[src/rtl/core_ex_bjp_resolve_pkg.sv]
// ----------------------------------------------------------------------------
// core_ex_bjp_resolve_pkg
//   Shared definitions for the branch/jump resolve stage: datapath width,
//   branch condition (funct3) codes, resolve FSM state encoding and a
//   saturating counter increment helper.
// ----------------------------------------------------------------------------
package core_ex_bjp_resolve_pkg;

    localparam int CORE_XLEN = 32;

    // Byte distance to the sequential next instruction.
    localparam logic [CORE_XLEN-1:0] PC_STEP = CORE_XLEN'(4);

    typedef enum logic [2:0] {
        F3_BEQ  = 3'b000,
        F3_BNE  = 3'b001,
        F3_BLT  = 3'b100,
        F3_BGE  = 3'b101,
        F3_BLTU = 3'b110,
        F3_BGEU = 3'b111
    } funct3_e;

    typedef enum logic [0:0] {
        ST_IDLE = 1'b0,
        ST_WAIT = 1'b1
    } bjp_state_e;

    // Increment that sticks at all-ones instead of wrapping to zero.
    function automatic logic [31:0] sat_inc(input logic [31:0] value);
        return (value == 32'hFFFF_FFFF) ? value : value + 32'd1;
    endfunction

endpackage

[src/rtl/core_bjp_cmp.sv]
// ----------------------------------------------------------------------------
// core_bjp_cmp
//   Pure combinational branch condition evaluation.
//   Ports:
//     rs1, rs2 : operands
//     funct3   : branch condition code
//     taken    : condition holds (codes 010/011 are never taken)
// ----------------------------------------------------------------------------
module core_bjp_cmp
    import core_ex_bjp_resolve_pkg::*;
(
    input  logic [CORE_XLEN-1:0] rs1,
    input  logic [CORE_XLEN-1:0] rs2,
    input  logic [2:0]           funct3,
    output logic                 taken
);

    logic eq;
    logic lt_s;
    logic lt_u;

    assign eq   = (rs1 == rs2);
    assign lt_s = ($signed(rs1) < $signed(rs2));
    assign lt_u = (rs1 < rs2);

    always_comb begin
        // NOTE: default assigned first so every path drives taken; without
        // it an unlisted funct3 would hold the old value and infer a latch.
        taken = 1'b0;
        case (funct3)
            F3_BEQ:  taken = eq;
            F3_BNE:  taken = !eq;
            F3_BLT:  taken = lt_s;
            F3_BGE:  taken = !lt_s;
            F3_BLTU: taken = lt_u;
            F3_BGEU: taken = !lt_u;
            default: taken = 1'b0;
        endcase
    end

endmodule

[src/rtl/core_ex_bjp_resolve.sv]
// ----------------------------------------------------------------------------
// core_ex_bjp_resolve
//   Execute-stage resolution of jal / jalr / conditional branches. Computes
//   the actual next PC, compares it with the fetch prediction and, on a
//   mispredict, issues a redirect to fetch plus a one-cycle flush. Results
//   appear one cycle after acceptance.
//   Ports:
//     clk, rst_n                      : clock, async active-low reset
//     i_valid / i_ready               : request handshake (ready only in IDLE)
//     i_pc, i_bj_imm, i_rs1, i_rs2    : operands
//     i_flag_jal/jalr/branch, i_funct3: op class and branch condition
//     i_pred_pc                       : predicted next PC
//     o_redirect_valid/pc, i_redirect_ready : redirect handshake to fetch
//     o_flush                         : squash younger ops (one cycle)
//     o_res_valid/taken/link, o_misalign : registered result
//     o_cnt_branch, o_cnt_mispred     : saturating performance counters
// ----------------------------------------------------------------------------
module core_ex_bjp_resolve
    import core_ex_bjp_resolve_pkg::*;
(
    input  logic                 clk,
    input  logic                 rst_n,
    input  logic                 i_valid,
    output logic                 i_ready,
    input  logic [CORE_XLEN-1:0] i_pc,
    input  logic                 i_flag_jal,
    input  logic                 i_flag_jalr,
    input  logic                 i_flag_branch,
    input  logic [CORE_XLEN-1:0] i_bj_imm,
    input  logic [2:0]           i_funct3,
    input  logic [CORE_XLEN-1:0] i_rs1,
    input  logic [CORE_XLEN-1:0] i_rs2,
    input  logic [CORE_XLEN-1:0] i_pred_pc,
    output logic                 o_redirect_valid,
    output logic [CORE_XLEN-1:0] o_redirect_pc,
    input  logic                 i_redirect_ready,
    output logic                 o_flush,
    output logic                 o_res_valid,
    output logic                 o_res_taken,
    output logic [CORE_XLEN-1:0] o_res_link,
    output logic                 o_misalign,
    output logic [31:0]          o_cnt_branch,
    output logic [31:0]          o_cnt_mispred
);

    bjp_state_e state_q;
    bjp_state_e state_nxt;

    logic                 cmp_taken;
    logic                 any_flag;
    logic                 taken;
    logic                 mispred;
    logic                 accept;
    logic [CORE_XLEN-1:0] link;
    logic [CORE_XLEN-1:0] jalr_sum;
    logic [CORE_XLEN-1:0] target;
    logic [CORE_XLEN-1:0] next_pc;

    core_bjp_cmp u_cmp (
        .rs1    (i_rs1),
        .rs2    (i_rs2),
        .funct3 (i_funct3),
        .taken  (cmp_taken)
    );

    // ------------------------------------------------------------------
    // Resolve datapath. Flag priority: jal > jalr > branch.
    // ------------------------------------------------------------------
    assign link     = i_pc + PC_STEP;
    assign jalr_sum = i_rs1 + i_bj_imm;
    assign any_flag = i_flag_jal | i_flag_jalr | i_flag_branch;

    always_comb begin
        taken  = cmp_taken;
        target = i_pc + i_bj_imm;
        if (i_flag_jal) begin
            taken = 1'b1;
        end else if (i_flag_jalr) begin
            taken  = 1'b1;
            target = {jalr_sum[CORE_XLEN-1:1], 1'b0};
        end
        next_pc = taken ? target : link;
        mispred = (next_pc != i_pred_pc);
    end

    // ------------------------------------------------------------------
    // FSM: IDLE accepts requests; WAIT holds a redirect until fetch takes it.
    // ------------------------------------------------------------------
    assign accept = i_valid && i_ready;

    always_comb begin
        state_nxt = state_q;
        i_ready   = 1'b0;
        case (state_q)
            ST_IDLE: begin
                i_ready = 1'b1;
                if (i_valid && any_flag && mispred) begin
                    state_nxt = ST_WAIT;
                end
            end
            ST_WAIT: begin
                if (i_redirect_ready) begin
                    state_nxt = ST_IDLE;
                end
            end
            default: state_nxt = ST_IDLE;
        endcase
    end

    // NOTE: sequential state uses non-blocking assignments so every register
    // samples pre-edge values regardless of statement order.
    always_ff @(posedge clk or negedge rst_n) begin
        if (!rst_n) begin
            state_q          <= ST_IDLE;
            o_redirect_valid <= 1'b0;
            o_redirect_pc    <= '0;
            o_flush          <= 1'b0;
            o_res_valid      <= 1'b0;
            o_res_taken      <= 1'b0;
            o_res_link       <= '0;
            o_misalign       <= 1'b0;
            o_cnt_branch     <= '0;
            o_cnt_mispred    <= '0;
        end else begin
            state_q     <= state_nxt;
            o_res_valid <= 1'b0;
            o_flush     <= 1'b0;

            if (accept && any_flag) begin
                o_res_valid  <= 1'b1;
                o_res_taken  <= taken;
                o_res_link   <= link;
                o_misalign   <= taken & target[1];
                o_cnt_branch <= sat_inc(o_cnt_branch);
                if (mispred) begin
                    o_redirect_valid <= 1'b1;
                    o_redirect_pc    <= next_pc;
                    o_flush          <= 1'b1;
                    o_cnt_mispred    <= sat_inc(o_cnt_mispred);
                end
            end else if (state_q == ST_WAIT && i_redirect_ready) begin
                // Handshake completes this cycle; redirect drops with IDLE.
                o_redirect_valid <= 1'b0;
            end
        end
    end

endmodule
[config.mk]
export PLATFORM = sky130hd
export DESIGN_NAME = core_ex_bjp_resolve
export DESIGN_NICKNAME = d
export VERILOG_FILES = /design/src/rtl/core_ex_bjp_resolve_pkg.sv /design/src/rtl/core_bjp_cmp.sv /design/src/rtl/core_ex_bjp_resolve.sv
export SDC_FILE = /design/constraint.sdc
export NUM_CORES = 1
export LEC_CHECK = 0
export ABC_AREA = 0
export CAP_MARGIN = 30
export CELL_PAD_IN_SITES_DETAIL_PLACEMENT = 0
export CELL_PAD_IN_SITES_GLOBAL_PLACEMENT = 1
export CORE_MARGIN = 5
export CORE_UTILIZATION = 40
export CTS_CLUSTER_SIZE = 30
export DETAILED_ROUTE_END_ITERATION = 6
export GPL_TIMING_DRIVEN = 0
export PLACE_DENSITY = 0.85
export SYNTH_ARGS = -nofsm -noshare
export SYNTH_HDL_FRONTEND = slang
export SYNTH_HIERARCHICAL = 1
export SYNTH_SLANG_ARGS = --single-unit
[constraint.sdc]
create_clock -name clk -period 4.3 [get_ports clk]
set_input_delay 0.645 -clock clk [delete_from_list [all_inputs] [get_ports clk]]
set_output_delay 0.645 -clock clk [all_outputs]
set_load 0.1 [all_outputs]
==> metrics.md <==
| Metric | Value |
|---|---|
| Critical setup path kind | `in2reg` |
| CP Launch Type | `input port` |
| Chip height | `approximately 180 um` |
| CP max FO | `10` |
| GPL Wtd Cong | `0.952` |
| Final hold vios | `0` |
| Top area cells in the synthesized netlist | `dfrtp_1 27%, ha_1 9.8%, xnor2_1 6.7%, nand2_1 5.2%, xor2_1 4.4%` |
| Leak | `0.00719 uW` |
| H-tree levels | `4` |
| Global-route wire length before repair | `76700 um` |
| Vias/cell | `5.84` |
| Avg WL per Cell | `22.6 um` |
| Arrival time worst endpoint | `~5.7 ns` |
| Area delta synth->final | `43.0%` |
| Rel. slew slack | `between 20 and 30%` |
| Grt met2 use | `roughly 50%` |
| Reg-to-reg slack, setup | `1.20 ns` |
| Post-route cell area | `about 0.017 mm^2` |
| Worst Slack Setup Final | `-1.09 ns` |
| Final nets | `between 2000 and 2500` |
| Max rail drop VDD | `316 uV` |
| Top-area cell type share of the netlist area | `between 20% and 30%` |
| Max Cap Viol | `0` |
| CTS tree | `yes` |
| Clock Path Buffers | `2` |
| Max Fclk | `approximately 0.19 GHz` |
| Tmin final | `~5.4 ns` |
| Synth async-reset ratio | `100%` |
| Status | `finished, violations left` |
| Post-Synthesis Cells | `1488` |
| Antenna Violating Nets Remaining | `0` |
| PD cells | `429 mW/mm^2` |
| Post-synthesis average cell area | `8.22 um^2` |
| Critical Path RT | `~4.6 ns` |
| Leading area contributor after synthesis | `dfrtp_1` |
| Most common cell in the synthesized netlist | `nand2_1` |
| Critical Path Max Stage Delay | `around 0.47 ns` |
| IO Port Bufs | `301` |
| Post-synth top flop | `dfrtp_1` |
| Clk sink count | `about 130` |
| Final setup skew | `around 0.007 ns` |
| Gr usage total | `28.9%` |
| Post-synth EDFFs | `0` |
| Root buf cell | `clkbuf_16` |
| Final Max Slew Viols | `0` |
| Drt drc | `0` |
| Final hold slack | `0.146 ns` |
| Final WL | `just over 50000 um` |
| GRT overflow | `0` |
| Mapped Area | `0.0122 mm^2` |
| Die ar. | `0.0342 mm^2` |
| Placement Cell Area | `0.0161 mm^2` |
| Synthesis warning total | `6` |
| # IOs | `304` |
| Clock latency on the worst-skew pair | `0.42 ns` |
| Worst setup EP type | `flip-flop` |
| Largest net degree at the start of global routing | `93` |
| Cts hold-fix bufs | `0` |
| Failing checks | `setup timing` |
| RSZ-0062 raised after global routing | `true` |
| Initial Util | `40.3%` |
| Fin util | `57.6%` |
| Vias | `13200` |
| Clk pin slew, worst setup/hold paths | `0.06 ns` |
| Antenna violations before repair | `1` |
| Clock buffer count from CTS | `17` |
| Drt pass-1 iters | `5` |
| Busiest layer in global routing | `met2` |
| Distinct cells, synth | `88` |
| Ratio of cells with drive above 1 in the final layout | `16.1%` |
| Post-Layout Cell Count | `2253` |
| Met1 Resource Use GR | `between 30% and 40%` |
| Seq cells post-synth | `around 130` |
| Register area share after synthesis | `a little over a quarter` |
| Dpl cells | `2186` |
| Filler cell count | `2794` |
| Post-Synthesis Net Count | `1756` |
| Initial DRC Count | `973` |
| Vias in the first global route | `13300` |
| Most instantiated cells after synthesis | `169 x nand2_1, 134 x dfrtp_1, 105 x a21oi_1, 96 x ha_1, 94 x xnor2_1` |
| Met3 Use GR | `3.85%` |
| Delay-heaviest family, CP | `simple AND/OR/NAND/NOR gates` |
| Slowest CP cell | `clkdlybuf4s50_1` |
| Worst min path class | `in2async` |
| FP Rows | `64` |
| Core area | `around 0.030 mm^2` |
| Die width | `185 um` |
| Post-DP HPWL | `41900 um` |
| Final setup fails | `67` |
| Worst path bufs/invs | `7` |
| Worst-margin pin slew | `1.05 ns` |
| Fin crit share | `125%` |
## worst paths after layout
kind | from | to | cells after the start
worst max-delay path | i_rs2[5] | o_cnt_mispred[2] | 25
worst min-delay path | rst_n | o_cnt_branch[9] | 1
worst max register to register | o_cnt_branch[22] | o_cnt_branch[23] | 13
worst min register to register | o_cnt_mispred[21] | o_cnt_mispred[21] | 1
max in group asynchronous | rst_n | o_res_link[20] | 2
min in group clk | o_cnt_mispred[21] | o_cnt_mispred[21] | 1
## report_power, final
part | total (uW) | internal [uW] | switching (uW)
clock | 1560 | 1020 | 548
sequential | 1700 | 1500 | 202
combinational | 4240 | 1180 | 3050
total | 7510 | 3700 | 3800
## sequential cells by signal, indices dropped and copies added, names as in the netlist
register	cells
o_misalign	1
o_res_taken	1
o_flush	1
o_cnt_branch	32
o_cnt_mispred	32
state_q	1
o_redirect_valid	1
o_res_link	32
o_res_valid	1
o_redirect_pc	32
## per-stage QoR
stage / total power, uW / setup WS [ns] / setup TNS [ns]
finish: 7510 / -1.09 / -64.32
global route: 7790 / -1.22 / -74.19
CTS: 7440 / -1.02 / -63.61
detailed placement: 5760 / -3.02 / -190.19
global placement: 5720 / -3.03 / -553.72
floorplan: 4500 / -0.604 / -33.71
## per-layer routing
| metal | share of wire, % | routed length [um] | vias to the layer above |
|---|---|---|---|
| li1 | - | - | 6216 |
| met1 | 43 | 21700 | 6312 |
| met2 | 48 | 24400 | 539 |
| met3 | 6.5 | 3330 | 87 |
| met4 | 3.0 | 1520 | 0 |
| met5 | 0 | 0 | - |
## cells by family (layout without fill, tap and decap cells)
group	Yosys count	in the layout	synth area share, %
multiplexers	29	29	2.62
other	0	1	0
XOR/XNOR	156	156	11.2
buffers and inverters	127	495	4.20
flip-flops	134	134	27.4
AND/OR/NAND/NOR	551	551	22.8
AO/OA/AOI/OAI	393	393	21.7
adder cells (fa/ha/maj)	98	98	10.2
## cell type report
cell class | instances | area [um^2] | area share, %
buffer | 72 | 365 | 2.09
sequential | 134 | 3350 | 19.2
inverter | 54 | 233 | 1.33
clock inverter | 11 | 173 | 0.988
multi-input combinational | 1227 | 9200 | 52.6
clock buffer | 21 | 470 | 2.69
antenna | 1 | 2.50 | 0.0143
timing repair buffer | 337 | 3190 | 18.2
tap | 396 | 495 | 2.83
## layout by cell type, fill, tap and decap left out, types with 12 or more instances in the layout
cell type,netlist,routed
nand3_1,71,67
ha_4,0,26
mux2_1,14,13
a211oi_1,16,16
nor3_1,28,26
dfrtp_1,134,134
o211ai_1,18,18
ha_1,96,69
nand4_1,59,59
buf_4,1,27
a21oi_1,105,93
buf_2,13,40
and3_1,46,45
xor2_1,62,62
buf_6,2,20
o21a_1,13,13
nand2_1,169,164
clkbuf_1,50,42
a21o_1,20,20
and2_1,16,16
nor2_1,91,85
o21ai_0,79,66
clkdlybuf4s50_1,0,242
inv_1,53,29
xnor2_1,94,93
inv_2,1,18
o21ai_1,10,12
clkbuf_16,0,17
## timing repair
item	in CTS	in global routing
resized for setup	254	90
gates cloned	2	1
pin swaps	64	23
endpoints found under the setup margin	68	67
setup buffers	26	7
Power figures use the tool's default switching activity.
